`src/rtl/cache_pkg.sv`:
```
// Shared types and default widths for the cache refill controller.
package cache_pkg;

  localparam int DATA_WIDTH_DEF = 32;
  localparam int ADDR_WIDTH_DEF = 32;

  typedef enum logic [2:0] {
    IDLE    = 3'd0,
    RD_REQ  = 3'd1,
    RD_WAIT = 3'd2,
    FILL    = 3'd3,
    WR_REQ  = 3'd4
  } refill_state_t;

endpackage

```
`src/rtl/cache_refill_controller_sat_counter.sv`:
```
// Saturating up-counter; holds at all-ones instead of wrapping.
module sat_counter #(
  parameter int WIDTH = 32
) (
  input  logic             clk,
  input  logic             rst_n,
  input  logic             inc_i,
  output logic [WIDTH-1:0] cnt_o
);

  always_ff @(posedge clk or negedge rst_n) begin
    if (!rst_n) begin
      cnt_o <= '0;
    end else if (inc_i && (cnt_o != {WIDTH{1'b1}})) begin
      cnt_o <= cnt_o + {{(WIDTH-1){1'b0}}, 1'b1};
    end
  end

endmodule

```
`src/rtl/cache_refill_controller.sv`:
```
// Read-miss refill and write-through/no-allocate store controller behind the cache.
// Optional hit/miss performance counters are enabled by defining CACHE_PERF_CNT_EN.
module cache_refill_controller
  import cache_pkg::*;
#(
  parameter int DATA_WIDTH = DATA_WIDTH_DEF,
  parameter int ADDR_WIDTH = ADDR_WIDTH_DEF
) (
  input  logic                  clk,
  input  logic                  rst_n,
  input  logic                  cpu_re_i,
  input  logic                  cpu_we_i,
  input  logic [ADDR_WIDTH-1:0] cpu_addr_i,
  input  logic [DATA_WIDTH-1:0] cpu_wdata_i,
  output logic [DATA_WIDTH-1:0] cpu_rdata_o,
  output logic                  stall_o,
  input  logic                  cache_hit_i,
  input  logic [DATA_WIDTH-1:0] cache_rdata_i,
  output logic                  fill_we_o,
  output logic [ADDR_WIDTH-1:0] fill_addr_o,
  output logic [DATA_WIDTH-1:0] fill_data_o,
  output logic                  cache_ovw_o,
  output logic                  mem_req_o,
  output logic                  mem_we_o,
  output logic [ADDR_WIDTH-1:0] mem_addr_o,
  output logic [DATA_WIDTH-1:0] mem_wdata_o,
  input  logic                  mem_gnt_i,
  input  logic                  mem_rvalid_i,
  input  logic [DATA_WIDTH-1:0] mem_rdata_i
`ifdef CACHE_PERF_CNT_EN
  ,
  output logic [31:0]           hit_cnt_o,
  output logic [31:0]           miss_cnt_o
`endif
);

  refill_state_t         state, state_nxt;
  logic [ADDR_WIDTH-1:0] addr_q;
  logic [DATA_WIDTH-1:0] wdata_q;
  logic [DATA_WIDTH-1:0] fill_q;
  logic                  hit_q;
  logic [ADDR_WIDTH-1:0] addr_word;
  logic                  addr_lsb_unused;

  // Byte offset is dropped at the latch so every memory/fill address is word aligned.
  assign addr_word       = {cpu_addr_i[ADDR_WIDTH-1:2], 2'b00};
  assign addr_lsb_unused = ^cpu_addr_i[1:0];

  always_ff @(posedge clk or negedge rst_n) begin
    if (!rst_n) begin
      state   <= IDLE;
      addr_q  <= '0;
      wdata_q <= '0;
      fill_q  <= '0;
      hit_q   <= 1'b0;
    end else begin
      state <= state_nxt;
      if (state == IDLE) begin
        if (cpu_we_i) begin
          addr_q  <= addr_word;
          wdata_q <= cpu_wdata_i;
          hit_q   <= cache_hit_i;
        end else if (cpu_re_i && !cache_hit_i) begin
          addr_q <= addr_word;
        end
      end
      if ((state == RD_WAIT) && mem_rvalid_i) begin
        fill_q <= mem_rdata_i;
      end
    end
  end

  always_comb begin
    state_nxt   = state;
    stall_o     = 1'b0;
    cpu_rdata_o = '0;
    fill_we_o   = 1'b0;
    cache_ovw_o = 1'b0;
    mem_req_o   = 1'b0;
    mem_we_o    = 1'b0;
    case (state)
      IDLE: begin
        if (cpu_we_i) begin
          stall_o   = 1'b1;
          state_nxt = WR_REQ;
        end else if (cpu_re_i) begin
          if (cache_hit_i) begin
            cpu_rdata_o = cache_rdata_i;
          end else begin
            stall_o   = 1'b1;
            state_nxt = RD_REQ;
          end
        end
      end
      RD_REQ: begin
        mem_req_o = 1'b1;
        stall_o   = 1'b1;
        if (mem_gnt_i) state_nxt = RD_WAIT;
      end
      RD_WAIT: begin
        stall_o = 1'b1;
        if (mem_rvalid_i) state_nxt = FILL;
      end
      FILL: begin
        fill_we_o   = 1'b1;
        cpu_rdata_o = fill_q;
        state_nxt   = IDLE;
      end
      WR_REQ: begin
        mem_req_o = 1'b1;
        mem_we_o  = 1'b1;
        if (mem_gnt_i) begin
          cache_ovw_o = hit_q;
          state_nxt   = IDLE;
        end else begin
          stall_o = 1'b1;
        end
      end
      default: state_nxt = IDLE;
    endcase
  end

  // Address and write data come straight from the latches so they stay stable until gnt.
  assign mem_addr_o  = addr_q;
  assign mem_wdata_o = wdata_q;
  assign fill_addr_o = addr_q;
  assign fill_data_o = fill_q;

`ifdef CACHE_PERF_CNT_EN
  logic hit_inc;
  logic miss_inc;

  assign hit_inc  = (state == IDLE) && cpu_re_i && cache_hit_i && !cpu_we_i;
  assign miss_inc = (state == IDLE) && cpu_re_i && !cache_hit_i && !cpu_we_i;

  sat_counter #(.WIDTH(32)) u_hit_cnt (
    .clk   (clk),
    .rst_n (rst_n),
    .inc_i (hit_inc),
    .cnt_o (hit_cnt_o)
  );

  sat_counter #(.WIDTH(32)) u_miss_cnt (
    .clk   (clk),
    .rst_n (rst_n),
    .inc_i (miss_inc),
    .cnt_o (miss_cnt_o)
  );
`endif

endmodule

```
`config.mk`:
```
export PLATFORM = sky130hd
export DESIGN_NAME = cache_refill_controller
export DESIGN_NICKNAME = d
export VERILOG_FILES = /design/src/rtl/cache_pkg.sv /design/src/rtl/cache_refill_controller_sat_counter.sv /design/src/rtl/cache_refill_controller.sv
export SDC_FILE = /design/constraint.sdc
export NUM_CORES = 1
export LEC_CHECK = 0
export ABC_AREA = 1
export BUFFER_PORTS_ARGS = -buffer_cell sky130_fd_sc_hd__buf_2
export CAP_MARGIN = 20
export CORE_AREA = 2 2 116 118
export DETAILED_ROUTE_END_ITERATION = 12
export DIE_AREA = 0 0 118 120
export PLACE_DENSITY = 0.73
export SLEW_MARGIN = 20
export SYNTH_ARGS = -nofsm -noshare
export SYNTH_HDL_FRONTEND = slang
export SYNTH_SLANG_ARGS = --single-unit
```
`constraint.sdc`:
```
create_clock -name clk -period 2.8 [get_ports clk]
set_input_delay 0.56 -clock clk [delete_from_list [all_inputs] [get_ports clk]]
set_output_delay 0.56 -clock clk [all_outputs]
set_load 0.005 [all_outputs]
```
==> impl.org, run 1 <==
** Drt
- After detailed routing, the number of remaining DRC violations is 0.
- Detailed router's first-iteration violation count :: 169
- Per-cell routed wire length :: 12.58 um
- Routed Antenna Nets :: 0
- Vias per std cell :: 4.427
- Drt total wl :: 12.79 mm
- The final route contains 4502 vias.
- Length of the first detailed-routing pass in iterations :: 4

** Power and ir drop
- The worst-case IR drop observed on VDD is 0.4207 mV.
- Overall power consumption after layout is estimated at 6.686 mW.
- The analysis attributes to cell leakage a power of 4.047 nW.
- Cell Pwr Density :: 1016 nW/um2

** CTS
- Count of clock tree sinks :: 98
- The root buffer cell chosen for the clock tree is clkbuf_16.
- The H-tree generated during clock tree synthesis spans 3 levels.
- TritonCTS built the clock tree.
- The clock reaches the later pin of the worst-skew pair after 0.35 ns.
- Buffers inserted to repair hold after CTS numbered 0.
- Clock-pin slew was measured on the worst setup and hold paths at 0.06 ns.
- Buffers added to address setup during post-CTS repair amount to 0.
- CTS-repair resized insts :: 0
- No sink is reached through more buffers than the 2 on the longest clock path.
- Clock tree synthesis inserted a total of 9 buffers.

** STA
- Of the available clock period, the critical path in the final layout requires 89.16%.
- Worst-margin pin slew :: 0.7599 ns
- The final count of pins violating max slew came to 0.
- For the final routed database, the setup TNS stands at 0 ns.
- Final setup violation count :: 0
- On the final layout, the worst clock skew is 0.003504 ns.
- In this run the tightest slew margin relative to its limit is 49.34%.
- The number of hold-slack violations in the final timing report came to 0.
- Setup repair after global routing missed its margin :: false
- Final hold analysis gives a worst-case slack of 0.1758 ns.
- For this run, the top clock speed supported by timing is 400.5 MHz.
- After layout, the minimum clock period comes to 2.497 ns.

** Worst setup path
- Worst setup EP type :: primary output
- At the worst endpoint, the required time is 2.24 ns.
- Critical path peak fanout :: 33
- The worst register-to-register path begins at state[1].
- Crit. Startpoint :: state[2]
- Kind of launch point of the worst setup path :: register
- The setup path with the least slack is of type reg -> out.
- Data arrival, critical path :: 1.94 ns

** Finish
- Relative to the synthesized area, the layout overhead comes to 32.79%.
- In the layout the commonest cells are 292 x buf_2, 205 x nand2_1, 98 x dfrtp_1.
- The finished layout holds 1017 standard cells, fillers aside.
- Fill cell total of the finished layout :: 1310
- With fillers left out, the area of the finished cells amounts to 6581 um2.
- Layout cell share with drive strength beyond 1 :: 44.17%
- The library cell used most frequently in the layout, excluding fill and tap cells, is buf_2.
- Nets :: 970

** Place
- Buffers placed on the I/O ports in this run total 293.
- Routability-driven placement finished with a final weighted congestion of 0.7933.
- Post-place instance area :: 6192 um2
- After legalization and detailed placement, the total HPWL measured 9.380 mm.
- Placed cell count :: 1000

** Synth
- The average instance in the mapped netlist occupies 8.443 um2.
- The synthesized design contains 98 register bits.
- The mapped netlist covers 4956 um2.
- Cell type with the largest total area after synthesis :: dfrtp_1
- Count of yosys warnings during synthesis :: 0
- Area share of the largest cell type after synthesis :: 49.48%
- Synthesis handed over a netlist of 587 instances.
- In this run, distinct cell masters in the synthesized netlist total 24.
- After synthesis, flip-flops and latches occupy 49.48% of the total area.
- After synthesis, the cell types taking the most area are dfrtp_1 49%, nand2_1 16%, o21ai_2 8.0%, nand3_1 7.2%, buf_4 6.4%.

** Floorplan
- The die covers 14160 um2.
- Once the floorplan was initialized, standard cells occupied 38.18% of the core.
- During I/O placement, the number of pins put on the boundary was 300.
- Die X :: 118 um
- Row generation in the floorplan step produced 42 rows.
- Core footprint :: 12980 um2
- In this run the vertical extent of the chip is 120 um.

** Global routing
- Antenna violations before repair :: 2
- Wire length of the first global-routing pass :: 20.40 mm
- Total congestion overflow after global routing :: 0
- The via count of the first global-routing pass is 4111.
- Largest net degree at the start of global routing :: 65
- Global-route usage over all layers :: 18.10%

** Run
- Max-cap violations in this run came to 0.

** Run status
- The run finished with clean final reports.

** Min path
- Hold WC Path Type :: in -> async
[stage by stage]
stage               worst slack (ns)  utilization (%)
finish                        0.3034            50.70
global route                  0.1328            50.70
CTS                           0.2798            50.68
detailed placement            0.5628            47.71
global placement              0.5959            47.71
floorplan                     0.9048                -
[cell families (layout without fill, tap and decap cells)]
logic type             count (synthesis)  count (layout)  share of synthesized area, %
other                                  1               5                       0.07567
buffers and inverters                137             387                         15.85
AND/OR/NAND/NOR                      288             288                         24.82
AO/OA/AOI/OAI                         63              63                         9.770
flip-flops                            98              98                         49.48
[report_power, final]
group	internal (mW)	total, mW	switching [mW]
sequential	2.08	2.54	0.454
clock	1.04	1.56	0.525
combinational	1.16	2.59	1.42
total	4.28	6.69	2.40
[area by class of cell]
type	instances	area [um2]	area share (%)
inverter	71	269.0	4.087
multi-input combinational	355	1729	26.27
clock buffer	12	266.5	4.049
sequential	98	2452	37.26
clock inverter	4	120.1	1.825
antenna	1	2.502	0.03802
timing repair buffer	300	1521	23.12
tap	176	220.2	3.346
[cell usage after synthesis]
cell and number:
nand2_1 205, dfrtp_1 98, nand3_1 71, inv_1 68
o21ai_2 45, buf_4 42, o21ai_1 17, buf_6 13
clkbuf_1 4, nor2_1 4, buf_1 3, buf_2 3
inv_2 2, nor2_4 2, clkbuf_8 1, conb_1 1
inv_4 1, nand2_2 1, nand2_4 1, nand3_4 1
nand3b_4 1, nand4_1 1, nor2_2 1, o21ai_0 1
[flip-flops by register name (all words and copies together), names as in the netlist]
signal and count:
state 3, hit_q 1, fill_addr_o 30, mem_wdata_o 32, fill_data_o 32
[final timing paths]
check	cells after the start	slack (ns)	end
max in group asynchronous	2	1.91	fill_addr_o[13]
worst max-delay path	6	0.30	cpu_rdata_o[17]
worst max register to register	7	0.94	fill_addr_o[28]
worst min-delay path	1	0.18	fill_data_o[7]
min in group clk	3	0.44	fill_data_o[16]
worst min register to register	2	0.46	mem_wdata_o[19]
[worst max-delay path, cell delays in order (launching register included)]
cell	delay, ns
dfrtp_1	0.44
nor2_2	0.25
nand2_1	0.10
inv_2	0.42
nand2_1	0.16
nand2_1	0.10
buf_2	0.11
[layer usage]
layer / wire length (um) / GRT usage, % / vias to the layer above
li1: - / - / 2267
met2: 6193 / 30.05 / 193
met3: 877 / 4.087 / 30
met5: 11 / 0 / -
met4: 412 / 9.789 / 2
met1: 5298 / 21.91 / 2010
Note: power is estimated with default switching activity, not from simulation.
==> run 2, diff against run 1 <==
--- a/config.mk
+++ b/config.mk
@@ -8,10 +8,11 @@
 export ABC_AREA = 1
 export BUFFER_PORTS_ARGS = -buffer_cell sky130_fd_sc_hd__buf_2
 export CAP_MARGIN = 20
-export CORE_AREA = 2 2 116 118
+export CORE_ASPECT_RATIO = 1.1
+export CORE_MARGIN = 2
+export CORE_UTILIZATION = 30
 export DETAILED_ROUTE_END_ITERATION = 12
-export DIE_AREA = 0 0 118 120
-export PLACE_DENSITY = 0.73
+export RECOVER_POWER = 25
 export SLEW_MARGIN = 20
 export SYNTH_ARGS = -nofsm -noshare
 export SYNTH_HDL_FRONTEND = slang
==> run 2 against run 1 <==
Net effect:
- the flow now finishes with violations (capacitance limit, slew limit)
- core utilization down 11 points
- critical path depth grew 1
- non-clock buffer count decreased by 1
- fmax is 2.1% lower
- clock-buffer cell count unchanged
- largest cell class unchanged
==> impl.org, run 2 (synthesized netlist as in run 1, its figures left out) <==
** CTS
- Maximum root-to-sink buffer count :: 2 (unchanged)
- Clk Latency, worst-skew pair :: 0.35 ns (about the same)
- Clock Root Buffer :: clkbuf_16
- The maximum level of the CTS H-tree came to 3 (unchanged).
- The clock slew seen by the registers of the worst setup and hold paths came to 0.07 ns (about the same).
- CTS tree :: yes
- The number of setup buffers added after CTS is 0 (unchanged).
- The post-cts resize count came to 0 (unchanged).
- The hold-fix buffer count after cts came to 0 (unchanged).
- The number of sinks driven by the clock tree is 98 (unchanged).
- TritonCTS Buffers :: 9 (unchanged)

** Worst setup path
- Data arrival, critical path :: 1.99 ns (+0.05 ns)
- Walking the worst path, the cells encountered are inv_1, nor2_2, nand2_1, inv_2, nand2_1, nand2_1, buf_2.
- Largest stage delay on the critical path :: 0.43 ns (about the same)
- Gate family responsible for the most delay along the worst path :: buffers and inverters
- The slowest stage of the critical path is the inv_2 cell.
- The biggest fanout along the worst timing path came to 33 (unchanged).
- Worst setup EP type :: primary output
- The worst setup path is launched from a register.
- The critical path is of the reg -> out type.
- The required time at the endpoint of the critical path came to 2.24 ns (about the same).
- The count of buffer and inverter cells on the critical path is 3 (+1).
- CP dominant cell by count :: nand2_1

** Power and ir drop
- The power consumption came to 6.348 mW (-5.1%).
- The leakage component of the power was 3.991 nW (-1.4%).
- The total power divided by cell area was 974.6 nW/um2 (-4.1%).
- The worst-case vdd ir drop was 0.3105 mV (-26%).

** Global routing
- Vias in the first global route :: 4470 (+8.7%)
- The remaining global-route overflow is 0 (unchanged).
- The global-route total usage across every layer was 16.19% (-1.9 points).
- The pin count of the biggest net entering global routing was 65 (unchanged).
- The initial antenna violation count was 3 (+1).
- Wire length of the first global-routing pass :: 22.78 mm (+12%)

** Drt
- The number of vias per cell after detailed routing is 4.361 (-1.5%).
- Routed Antenna Nets :: 0 (unchanged)
- Per-cell routed wire length :: 13.28 um (+5.6%)
- Total DRC errors in the routed layout :: 0 (unchanged)
- The number of DRC markers in iteration 0 was 207 (+22%).
- The wire length reported by the detailed router is 13.88 mm (+8.5%).
- The total via count after detailed routing came to 4557 (+1.2%).
- Length of the first detailed-routing pass in iterations :: 4 (unchanged)

** STA
- Max-slew headroom at the worst pin :: -21.95% (-71 points)
- Final Hold Violating Endpoints :: 0 (unchanged)
- Worst-margin pin slew :: 1.829 ns (+1.069 ns)
- The clock tree skew after final layout came to 0.005009 ns (+0.001505 ns).
- Final period demand of the worst path :: 2.549 ns (+0.05266 ns)
- The post-layout worst setup margin was 0.2507 ns (-0.05267 ns).
- The final count of pins violating max slew was 32 (+32).
- Total negative setup slack :: 0 ns (unchanged)
- Max Fclk :: 392.3 MHz (-2.1%)
- Setup repair after global routing missed its margin :: false
- The worst hold slack across all endpoints was 0.4378 ns (+0.2620 ns).
- The final critical-path share of the clock period came to 91.05% (+1.9 points).
- Final setup violation count :: 0 (unchanged)

** Floorplan
- Die X :: 126.6 um (+7.2%)
- The height of the chip is 138.8 um (+16%).
- Initial Util :: 30.50% (-7.7 points)
- The area of the core was 16250 um2 (+25%).
- Number of top-level pins :: 300 (unchanged)
- Die ar. :: 17570 um2 (+24%)
- Rows :: 49 (+17%)

** Place
- The number of buffers inserted by port buffering came to 293 (unchanged).
- HPWL reported at the end of detailed placement :: 10.18 mm (+8.5%)
- Pre-CTS worst setup slack :: 0.5777 ns (+0.01488 ns)
- The final weighted congestion of routability-driven global placement came to 0.7975 (+0.53%).
- Placed cell count :: 1027 (+2.7%)

** Run status
- The flow ran to the end, but the final reports show violations.
- The final reports fail on capacitance limit, slew limit.

** Finish
- Synth-to-layout area growth :: 31.43%
- The library cell used most frequently in the layout, excluding fill and tap cells, is buf_2.
- Layout cell share with drive strength beyond 1 :: 43.86% (-0.30 points)
- The post-layout net count is 969 (-0.10%).
- Non-filler instance count after layout :: 1045 (+2.8%)
- Register Area :: 2452 um2 (unchanged)
- The area occupied by multi-input gates was 1729 um2 (unchanged).
- Most used cells in the layout excluding fill and tap cells :: 293 x buf_2, 205 x nand2_1, 98 x dfrtp_1
- The number of fillers in the final layout is 1723 (+32%).

** Min path
- Hold WC Path Type :: in -> reg

** Run
- The count of maximum capacitance violations was 1 (+1).
==> run 2: cell types whose count changed in the layout (fill, tap and decap cells not counted), sizes merged <==
cell,delta
clkinvlp,+1
clkinv,+3
buf,-2
clkbuf,+1
diode,+1
bufinv,-4
==> run 2: per-layer routing <==
layer / wire length (um) / track usage (%) / vias to the layer above
met5: 11 / 0 / -
met4: 574 / 8.965 / 2
met3: 936 / 3.627 / 39
met2: 6624 / 26.60 / 204
met1: 5730 / 19.58 / 2041
li1: - / - / 2271
==> run 2: worst paths after layout <==
check | start | end | slack (ns) | cells after the start
min reg2reg | mem_wdata_o[15] | mem_wdata_o[15] | 0.46 | 2
min in group asynchronous | rst_n | fill_data_o[6] | 0.70 | 1
max reg2reg | state[1] | mem_wdata_o[17] | 0.91 | 6
max in group asynchronous | rst_n | mem_wdata_o[1] | 0.53 | 2
min | mem_rdata_i[14] | fill_data_o[14] | 0.44 | 3
max | state[1] | cpu_rdata_o[21] | 0.25 | 7
==> run 2: power by group <==
group | switching (mW) | internal, mW
registers | 0.460 | 2.08
logic | 1.45 | 1.17
clock network | 0.536 | 0.650
total | 2.45 | 3.90
==> run 2: area by class of cell <==
| cell class | instances | area share [%] |
|---|---|---|
| clock buffer | 12 | 3.938 |
| inverter | 71 | 4.130 |
| antenna | 2 | 0.07683 |
| sequential | 98 | 37.65 |
| multi-input combinational | 355 | 26.55 |
| timing repair buffer | 299 | 23.34 |
| clock inverter | 4 | 0.4034 |
| tap | 204 | 3.919 |
==> run 2: metrics by stage <==
stage,instance area (um2),util [%]
finish,6514,40.09
global route,6511,40.08
CTS,6515,40.10
detailed placement,6232,38.36
global placement,6232,38.36
floorplan,4967,-
==> run 2: worst register-to-register path, cell delays in order, from the launching register on <==
cell and delay, ns:
dfrtp_1 0.43, nor2_4 0.18, nand2_4 0.09, inv_4 0.30, nand2_2 0.52, nand2_1 0.20
nand2_1 0.07
==> run 3, diff against run 2 <==
==> constraint.sdc (replaced) <==
create_clock -name clk -period 2.9 [get_ports clk]
set_input_delay 0.58 -clock clk [delete_from_list [all_inputs] [get_ports clk]]
set_output_delay 0.58 -clock clk [all_outputs]
set_load 0.005 [all_outputs]
==> run 3 against run 2 <==
Net effect:
- the flow now finishes without violations
- clock-buffer cell count fell by 1
- die area did not move
- core utilization barely moved
- non-clock buffer count rose by 1
- clock power barely moved
- sequential share of layout area barely moved
- register-to-register slack improved by 0.09 ns
- routed wire length fell by 0.80%
- via count fell by 0.88%
- global-route usage fell by 0.58 points
- worst hold slack got worse by 0.0044 ns
- critical path depth fell by 1
- critical path type unchanged
==> impl.org, run 3 (synthesized netlist as in run 1, its figures left out) <==
** Power and ir drop
- The total power divided by cell area was 949.0 nW/um2 (-2.6%).
- Total leakage power :: 3.983 nW (-0.21%)
- The worst-case vdd ir drop was 0.3991 mV (+29%).
- The power consumption is 6.178 mW (-2.7%).

** Place
- Buffers added on ports :: 293 (unchanged)
- HPWL reported at the end of detailed placement :: 10.09 mm (-0.90%)
- Final estimated routing congestion in global placement :: 0.7846 (-1.6%)

** Floorplan
- Die ar. :: 17570 um2 (unchanged)
- Core footprint :: 16250 um2 (unchanged)
- The width of the die came to 126.6 um (unchanged).
- The number of I/O pins was 300 (unchanged).
- Rows :: 49 (unchanged)
- Initial Util :: 30.50% (unchanged)
- Die Y :: 138.8 um (unchanged)

** Min path
- Hold WC Path Type :: in -> async

** Global routing
- Largest net degree at the start of global routing :: 65 (unchanged)
- The global-route total usage across every layer came to 15.61% (-0.58 points).
- Wire length of the first global-routing pass :: 22.05 mm (-3.2%)
- Antenna violations before repair :: 1 (-2)
- Vias in the first global route :: 4339 (-2.9%)
- The remaining global-route overflow is 0 (unchanged).

** Drt
- The DRC violation count after routing was 0 (unchanged).
- The number of DRC markers in iteration 0 was 198 (-4.3%).
- The number of nets with antenna violations after routing came to 0 (unchanged).
- The total via count after detailed routing is 4517 (-0.88%).
- Drt total wl :: 13.77 mm (-0.80%)
- The wire length per cell was 13.20 um (-0.61%).
- The number of vias per cell after detailed routing is 4.331 (-0.69%).
- The detailed-routing iteration count for the pre-antenna-repair pass came to 5 (+1).

** STA
- The clock tree skew after final layout was 0.005688 ns (+0.0006784 ns).
- Worst-margin pin slew :: 1.263 ns (-0.5662 ns)
- Setup repair after global routing missed its margin :: false
- The number of endpoints failing setup at the final stage is 0 (unchanged).
- The aggregate negative setup slack came to 0 ns (unchanged).
- Timing would allow up to 401.5 MHz.
- Max-slew headroom at the worst pin :: 15.79% (+38 points)
- Final Max Tran Viols :: 0 (-100%)
- Final Hold Violating Endpoints :: 0 (unchanged)
- The worst path in the final design needs a cycle of 2.491 ns, including I/O delays and setup.
- In the finished design, the share of the clock period the worst path needs comes to 85.89%.

** Finish
- The post-layout net count is 970 (+0.10%).
- The area occupied by registers is 2452 um2 (unchanged).
- The area occupied by multi-input gates came to 1729 um2 (unchanged).
- The fraction of final layout cells sized beyond drive strength 1 is 43.74% (-0.12 points).
- Fill cell total of the finished layout :: 1696 (-1.6%)
- Most used cells in the layout excluding fill and tap cells :: 292 x buf_2, 205 x nand2_1, 98 x dfrtp_1
- Leading cell type in the layout, fill and taps excluded :: buf_2
- Number of antenna cells inserted :: 0 (-2)
- The relative area change from synthesis to final layout came to 31.36% (about the same).

** CTS
- The clock slew seen by the registers of the worst setup and hold paths was 0.07 ns (about the same).
- Count of clock tree sinks :: 98 (unchanged)
- The number of setup buffers added after CTS was 0 (unchanged).
- The maximum level of the CTS H-tree was 3 (unchanged).
- The hold-fix buffer count after cts was 0 (unchanged).
- Maximum root-to-sink buffer count :: 2 (unchanged)
- CTS tree :: yes
- The post-cts resize count is 0 (unchanged).
- Clk Latency, worst-skew pair :: 0.34 ns (about the same)
- The cell sitting at the root of the clock tree is a clkbuf_16.
- The number of buffers created by CTS is 9 (unchanged).

** Worst setup path
- The count of buffer and inverter cells on the critical path came to 2 (-1).
- Largest stage delay on the critical path :: 0.44 ns (about the same)
- The biggest fanout along the worst timing path was 33 (unchanged).
- Walking the worst path, the cells encountered are nor2_2, nand2_1, inv_2, nand2_1, nand2_1, buf_2.
- Cell with the largest stage delay on the worst path :: dfrtp_1
- The signal arrival time at the worst endpoint is 1.91 ns (-0.08 ns).
- The worst setup path is captured at a primary output.
- Critical Path RT :: 2.32 ns (+0.08 ns)
- The worst setup path is of the reg -> out kind.
- The cell that appears most often on the critical path is nand2_1.
- The worst setup path is launched from a register.
- Gate family responsible for the most delay along the worst path :: simple AND/OR/NAND/NOR gates

** Run status
- The flow ran to the end, and the final reports show no timing, DRC or antenna violations.

** Run
- The count of maximum capacitance violations was 0 (-1).
==> run 3: cell count changes in the layout (fill, tap and decap cells not counted), sizes merged <==
cell / change
clkbuf: +2
diode: -2
bufinv: +1
clkinvlp: +2
buf: -2
clkinv: -3
==> run 3: power breakdown <==
group | internal [mW] | total, mW | switching (mW) | leakage, nW
logic | 1.12 | 2.52 | 1.40 | 2.63
registers | 2.01 | 2.46 | 0.446 | 1.22
clock network | 0.688 | 1.20 | 0.511 | 0.134
==> run 3: path summary, 6_finish.rpt <==
path / startpoint / slack (ns) / endpoint / cells after the start
max: state[2] / 0.41 / cpu_rdata_o[21] / 6
min: rst_n / 0.43 / fill_data_o[7] / 1
max reg2reg: state[2] / 1.00 / mem_wdata_o[2] / 6
min reg2reg: mem_wdata_o[20] / 0.47 / mem_wdata_o[20] / 2
max in group asynchronous: rst_n / 0.77 / fill_addr_o[9] / 2
min in group clk: mem_wdata_o[20] / 0.47 / mem_wdata_o[20] / 2
==> run 3: layout make-up <==
cell class	instances	area share, %
multi-input combinational	355	26.56
tap	204	3.921
clock inverter	4	0.8072
clock buffer	11	3.729
sequential	98	37.67
inverter	71	4.132
timing repair buffer	300	23.18
==> run 3: per-layer routing <==
layer	GRT usage [%]	part of all wire, %	up-vias
met1	19.02	42	2039
met3	4.090	6.8	24
li1	-	-	2270
met5	0	0.094	-
met4	6.073	2.3	2
met2	26.32	49	182
==> run 3: through the flow <==
step                hold slack, ns  cell area [um2]  utilization, %  instances  worst slack (ns)
finish                      0.4333             6510           40.07       1043            0.4093
global placement            0.4500             6227           38.33       1028            0.6408
detailed placement          0.4526             6227           38.33       1028            0.6260
CTS                         0.2346             6523           40.15       1043            0.3790
floorplan                   0.2844             4967               -        590            0.9648
global route                0.4550             6510           40.07       1043            0.2259
